==> src/rtl/serial_frame_rx.sv <==
// rtl/serial_frame_rx.sv - serial frame receiver with parity/stop checking and a one-deep valid/ready output
//
// Ports:
//   clk         in   sole clock, rising edge
//   reset       in   synchronous active-high reset
//   serial_in   in   serial line, one bit per clock, idles high
//   data_out    out  received word, first-received bit in bit 0
//   data_valid  out  data_out/parity_err hold an unconsumed word
//   data_ready  in   consumer accepts the word when data_valid is also 1
//   parity_err  out  even-parity mismatch for the held word
//   frame_err   out  one-cycle pulse when a stop bit is sampled low
//   overrun     out  sticky; a good frame was dropped because the holding register was full
//   busy        out  receiver is anywhere but IDLE
module serial_frame_rx #(
    parameter int DATA_W    = 8,
    parameter int PARITY_EN = 1
) (
    input  logic              clk,
    input  logic              reset,
    input  logic              serial_in,
    output logic [DATA_W-1:0] data_out,
    output logic              data_valid,
    input  logic              data_ready,
    output logic              parity_err,
    output logic              frame_err,
    output logic              overrun,
    output logic              busy
);

    localparam int CW = $clog2(DATA_W + 1);
    localparam logic [CW-1:0] LAST_BIT = CW'(DATA_W - 1);

    typedef enum logic [2:0] {
        S_IDLE      = 3'd0,
        S_DATA      = 3'd1,
        S_PARITY    = 3'd2,
        S_STOP      = 3'd3,
        S_WAIT_HIGH = 3'd4
    } state_t;

    state_t            state;
    state_t            state_nxt;
    logic [CW-1:0]     bit_cnt;
    logic [DATA_W-1:0] shreg;
    logic [DATA_W-1:0] shreg_shift;
    logic              par_acc;
    logic              frame_perr;

    logic              start_det;
    logic              good_stop;
    logic              bad_stop;
    logic              hold_free;

    // State register
    always_ff @(posedge clk) begin
        if (reset) begin
            state <= S_IDLE;
        end else begin
            state <= state_nxt;
        end
    end

    // Next-state logic
    always_comb begin
        state_nxt = state;
        case (state)
            S_IDLE: begin
                if (!serial_in) begin
                    state_nxt = S_DATA;
                end
            end
            S_DATA: begin
                if (bit_cnt == LAST_BIT) begin
                    state_nxt = (PARITY_EN != 0) ? S_PARITY : S_STOP;
                end
            end
            S_PARITY: begin
                state_nxt = S_STOP;
            end
            S_STOP: begin
                state_nxt = serial_in ? S_IDLE : S_WAIT_HIGH;
            end
            S_WAIT_HIGH: begin
                if (serial_in) begin
                    state_nxt = S_IDLE;
                end
            end
            default: begin
                state_nxt = S_IDLE;
            end
        endcase
    end

    // Output / strobe decode
    always_comb begin
        busy      = (state != S_IDLE);
        start_det = (state == S_IDLE) && !serial_in;
        good_stop = (state == S_STOP) && serial_in;
        bad_stop  = (state == S_STOP) && !serial_in;
    end

    // New bits enter at the MSB and move right, so after DATA_W shifts the
    // first-received bit sits in bit 0.
    always_comb begin
        shreg_shift             = shreg >> 1;
        shreg_shift[DATA_W-1]   = serial_in;
    end

    // Holding register can take a new word if empty or being drained this edge.
    assign hold_free = !data_valid || data_ready;

    // Datapath and holding register
    always_ff @(posedge clk) begin
        if (reset) begin
            bit_cnt    <= '0;
            shreg      <= '0;
            par_acc    <= 1'b0;
            frame_perr <= 1'b0;
            data_out   <= '0;
            data_valid <= 1'b0;
            parity_err <= 1'b0;
            frame_err  <= 1'b0;
            overrun    <= 1'b0;
        end else begin
            frame_err <= bad_stop;

            if (start_det) begin
                bit_cnt    <= '0;
                par_acc    <= 1'b0;
                frame_perr <= 1'b0;
            end

            if (state == S_DATA) begin
                shreg   <= shreg_shift;
                bit_cnt <= bit_cnt + 1'b1;
                par_acc <= par_acc ^ serial_in;
            end

            if (state == S_PARITY) begin
                frame_perr <= par_acc ^ serial_in;
            end

            if (good_stop) begin
                if (hold_free) begin
                    data_out   <= shreg;
                    parity_err <= frame_perr;
                    data_valid <= 1'b1;
                end else begin
                    overrun <= 1'b1;
                end
            end else if (data_valid && data_ready) begin
                data_valid <= 1'b0;
            end
        end
    end

endmodule

==> config.mk <==
export PLATFORM = sky130hd
export DESIGN_NAME = serial_frame_rx
export DESIGN_NICKNAME = d
export VERILOG_FILES = /design/src/rtl/serial_frame_rx.sv
export SDC_FILE = /design/constraint.sdc
export NUM_CORES = 1
export LEC_CHECK = 0
export ABC_AREA = 0
export BUFFER_PORTS_ARGS = -buffer_cell sky130_fd_sc_hd__buf_4
export CAP_MARGIN = 5
export CORE_MARGIN = 2
export CORE_UTILIZATION = 50
export CTS_CLUSTER_SIZE = 8
export DETAILED_ROUTE_END_ITERATION = 10
export MAX_ROUTING_LAYER = met4
export PLACE_DENSITY = 0.74
export SKIP_LAST_GASP = 1
export SLEW_MARGIN = 20
export SYNTH_ARGS = -nofsm -noshare
export SYNTH_HDL_FRONTEND = slang
export SYNTH_SLANG_ARGS = --single-unit
==> constraint.sdc <==
create_clock -name clk -period 1.3 [get_ports clk]
set_input_delay 0.13 -clock clk [delete_from_list [all_inputs] [get_ports clk]]
set_output_delay 0.13 -clock clk [all_outputs]
set_load 0.05 [all_outputs]
# Word-level counts from Yosys, hierarchy flattened

Index checks and enable logic that the tools add are counted.

Register bits: 29
Bits in latches: 0
Memory bits (writable): 0
Memory bits (read-only): 0
Input port bits: 4
Output and inout bits: 13
Word-level logic and storage cells: 51
Memories kept: 0

Add/subtract/negate cells: 1
Multipliers: 0
Div/mod/pow operators: 0
$lt $le $gt $ge: 0
Equality and inequality tests: 9
Shifts and indexed selects: 0
Multiplexer cells: 13
Bitwise logic cells: 2
Reductions and logical operators: 16

Operators by type and width:

| operator                                                                | count |
|---|---|
| 3-bit case mux with 5 select lines                                      | 1 |
| 3-bit 2-to-1 mux                                                        | 4 |
| 4-bit 2-to-1 mux                                                        | 2 |
| 3-bit by 2-bit == test with 1-bit output, second input constant         | 2 |
| 1-bit 2-to-1 mux                                                        | 6 |
| 2-bit inequality test, second input constant                            | 3 |
| 2-bit AND reduction                                                     | 3 |
| 2-bit nonzero test                                                      | 3 |
| 4-bit by 1-bit adder with 4-bit output, second input constant           | 1 |
| 4-bit by 3-bit == test with 1-bit output, second input constant         | 1 |
| 1-bit logical AND                                                       | 4 |
| 3-bit by 1-bit == test with 1-bit output, second input constant         | 1 |
| 3-bit == test, second input constant                                    | 1 |
| 3-bit zero test                                                         | 1 |
| 3-bit AND reduction                                                     | 1 |
| 3-bit nonzero test                                                      | 1 |
| 1-bit zero test                                                         | 2 |
| 2-bit by 1-bit inequality test with 1-bit output, second input constant | 1 |
| 1-bit logical OR                                                        | 1 |
| 1-bit NOT                                                               | 1 |
| 1-bit bitwise XOR                                                       | 1 |

# Depth between registers and ports, before layout

Word-level depth: 4
Depth in mapped cells: 5
Gate-level depth less buffers: 4

# Least setup slack after synthesis

Ideal clock, no wire load.

Kind: reg-to-reg
From: register data_valid
To: register data_out[0]
Setup time: 121 ps
Data arrival time: 1235 ps
Data required time: 1179 ps
Path slack: -56 ps
Cell stages (with the launch flop): 5
Buffers on the path: 1
Period minus slack after synthesis: 1356 ps
Cells stage by stage: dfxtp_1 nor2b_1 nor4b_2 buf_4 mux2i_1

Cells in the longest elaborated chain, start to end: 3

Ends and longest elaborated chain:

| what                                 | line | text |
|---|---|---|
| from (decl)                          | 22   | `output logic data_valid,` |
| from (signal assigned)               | 120  | `data_valid <= 1'b0;` |
| from (signal assigned)               | 147  | `data_valid <= 1'b1;` |
| from (signal assigned)               | 152  | `data_valid <= 1'b0;` |
| 1-bit zero test                      | 110  | `assign hold_free = !data_valid \|\| data_ready;` |
| 1-bit logical OR                     | 110  |  |
| 2-bit AND reduction (no source line) | -    |  |
| to (signal assigned)                 | 145  | `data_out <= shreg;` |
| to (decl)                            | 21   | `output logic [DATA_W-1:0] data_out,` |

No other way between the ends.
A chain may end at the register's enable or synchronous reset.

# Worst setup path after layout

From: register state[0]
To: output port busy

Cells in the longest elaborated chain, start to end: 1

Ends and longest elaborated chain:

| what                   | line | text |
|---|---|---|
| from (decl)            | 41   | `state_t state;` |
| from (signal assigned) | 59   | `state <= state_nxt;` |
| 3-bit nonzero test     | 96   | `busy = (state != S_IDLE);` |
| to (decl)              | 27   | `output logic busy` |

No other way between the ends.

==> metrics.md <==
| Metric | Value |
|---|---|
| First-pass GRT wire length | `4319 um` |
| Max-slew violation count | `0` |
| Combinational cell fraction of total power | `19.6%` |
| Critical path data arrival time | `1.30 ns` |
| Sequential share of the synthesized area | `45.85%` |
| Nets | `178` |
| Clock-pin slew on the worst setup and hold paths | `0.09 ns` |
| Vias per Instance | `5.377` |
| Int Pwr | `1.745 mW` |
| HPWL after detailed placement | `1704 um` |
| Critical Path RT | `1.17 ns` |
| Cell count after synthesis | `142` |
| Peak supply drop | `1.108 mV` |
| Die Wd | `54.33 um` |
| Syn Std Cell Area | `0.001266 sq mm` |
| Final WL | `2751 um` |
| Final worst slack | `-0.1346 ns` |
| Violated checks | `setup timing` |
| Vias in the first global route | `942` |
| # H-tree levels | `2` |
| Ys Warns | `0` |
| Clock skew | `0.003164 ns` |
| WL/cell | `13.49 um` |
| Fmax | `0.6971 GHz` |
| Largest net degree at the start of global routing | `40` |
| Final hold vios | `0` |
| Pwr Density | `1363 mW/mm^2` |
| Total chip power | `2.326 mW` |
| Share of layout cells above drive strength 1 | `37.93%` |
| Psw | `0.5811 mW` |
| Clk pwr share | `39.9%` |
| Post-route DRC | `0` |
| Max cap viols | `0` |
| Die area | `0.002951 sq mm` |
| Yosys reg bits | `29` |
| Std-Cell Rows | `18` |
| Status | `finished with violations` |
| Kind of critical path | `reg -> out` |
| Inserted Clock Buffers | `5` |
| Chip Height | `54.33 um` |
| Slew @ Worst Pin | `0.3787 ns` |
| Final antenna-violating net count | `0` |
| Relative slew slack | `74.10%` |
| GRT Overall Usage | `21.46%` |
| Worst Hold Class | `in -> reg` |
| Root buffer cell | `clkbuf_4` |
| Switching Share | `24.99%` |
| Finished Cell Area | `0.001707 sq mm` |
| Post-synth cell types | `34` |
| Area growth, synth to finish | `34.78%` |
| Initial antenna violation count | `0` |
| Port bufs | `16` |
| Min Clock Period, post-route | `1.435 ns` |
| Final setup vio count | `20` |
| Unrepaired setup endpoints after global routing | `yes` |
| Sequential share of power | `40.5%` |
| Syn nets | `147` |
| # IOs | `17` |
| Syn Area/Cell | `8.917 sq um` |
| Most common cell after layout, fill and taps aside | `buf_4` |
| Final critical-path share of the clock period | `110.4%` |
| Dpl cell area | `0.001464 sq mm` |
| Clock Sinks | `29` |
| RD Place Congestion | `0.8544` |
| Skew-Pair Late Insertion Delay | `0.33 ns` |
| Worst Path Max Fanout | `2` |
| Routed vias | `1097` |
| Highest-count cells in the layout ignoring fill and taps | `30 x buf_4, 25 x dfxtp_1, 20 x nand2b_1, 13 x nand2_1, 10 x mux2i_1` |
| Hold-fix buffers at CTS | `0` |
| Core Footprint | `0.002432 sq mm` |
| Starting DRT DRC Count | `16` |
| Total iterations of the first detailed-routing run | `4` |
| Leakage | `0.6413 nW` |
| Diode count | `0` |
| Worst Setup Start Kind | `flop` |
| Starting density of the core | `52.06%` |
| CTS tree | `yes` |
| Total grt overflow | `0` |
| Critical Path End Type | `primary output` |
| Clk buf depth | `2` |
==> area by class of cell <==
cell class              instances  area [sq um]
clock inverters                 3         65.06
repair buffers                 35         285.3
inverters                       2         7.507
fillers                       194         725.7
well taps                      30         37.54
clock buffers                   5         37.54
multi-input cells             100         683.2
flip-flops and latches         29         590.6
==> worst paths after layout <==
check,startpoint,end,slack [ns],cells past startpoint
setup / recovery,state[0],busy,-0.13,3
hold / removal,serial_in,state[2],0.13,3
setup reg to reg,state[1],shreg[4],-0.04,5
hold reg to reg,shreg[0],shreg[0],0.48,2
==> power groups by stage <==
stage	sequential, mW	clock, mW	combinational [mW]
after floorplan	0.958	0	0.226
after global placement	0.963	0	0.331
after detailed placement	0.968	0	0.331
after CTS	0.940	0.934	0.401
after global routing	0.947	0.987	0.490
final	0.943	0.927	0.456
==> registers in the layout (all words and copies together) (netlist names) <==
register,flops
par_acc,1
overrun,1
shreg,8
parity_err,1
state,3
data_valid,1
frame_err,1
data_out,8
bit_cnt,4
frame_perr,1
==> cells in the mapped netlist (all sizes together) <==
library cell | number | area (sq um)
dfxtp | 29 | 580.6
nand2b | 20 | 125.1
a211oi | 1 | 7.510
or3 | 1 | 7.510
nor2b | 3 | 18.77
buf | 5 | 36.28
nor3 | 1 | 5.000
a21oi | 14 | 70.07
nand3b | 1 | 7.510
mux2i | 10 | 100.1
or4 | 1 | 7.510
or2 | 1 | 8.760
or3b | 1 | 8.760
nand3 | 2 | 10.01
o32ai | 1 | 8.760
clkbuf | 6 | 22.52
ha | 1 | 12.51
o21ai | 7 | 35.03
a31oi | 2 | 12.51
a2111oi | 1 | 8.760
and2b | 1 | 8.760
nor2 | 4 | 15.01
a41oi | 1 | 8.760
and4 | 1 | 8.760
xor2 | 1 | 8.760
and3 | 1 | 6.260
nor4b | 2 | 23.77
inv | 2 | 7.510
nor3b | 1 | 7.510
nor4 | 1 | 6.260
nand2 | 19 | 71.32
==> layer usage <==
metal | GRT usage [%] | part of all wire [%] | vias to the layer above | wire [um]
met1 | 26.86 | 46 | 524 | 1261
met3 | 6.011 | 3.5 | 7 | 97
met5 | - | 0 | - | 0
met2 | 32.13 | 49 | 17 | 1340
li1 | - | - | 549 | -
met4 | 9.583 | 1.9 | 0 | 51
==> critical path, cell delays in order (launching register included) <==
cell and delay [ns]:
dfxtp_4 0.35, buf_6 0.11, or3_4 0.36, buf_8 0.16
==> stage by stage <==
step | TNS, ns | std cells | hold slack, ns | setup slack, ns | util (%)
finish | -0.4315 | 204 | 0.1310 | -0.1346 | 70.16
detailed placement | -0.1766 | 190 | 0.4521 | -0.03772 | 60.19
global route | -1.714 | 204 | 0.1374 | -0.1709 | 70.16
global placement | -0.02214 | 190 | 0.4448 | -0.02214 | 60.19
CTS | -0.7362 | 202 | 0.1229 | -0.1445 | 67.13
floorplan | 0 | 142 | 0.3778 | 0.01550 | -
==> repair_timing <==
item / in CTS / in global routing
endpoints found under the setup margin: 13 / 24
buffers inserted: 3 / 2
gates cloned: 1 / 0
pin swaps: 3 / 16
gates resized for setup: 12 / 20
hold endpoints to repair: 0 / 0
==> cell families after synthesis <==
| group | count (synthesis) | synth area share (%) |
|---|---|---|
| AOI/OAI and AO/OA | 27 | 11.96 |
| xor gates and xnor gates | 1 | 0.6918 |
| adders and majority gates | 1 | 0.9880 |
| buffers and inverters | 13 | 5.237 |
| DFF | 29 | 45.85 |
| muxes | 10 | 7.905 |
| and+or+nand+nor | 61 | 27.37 |
No activity file was read; power rests on OpenSTA's default activity.
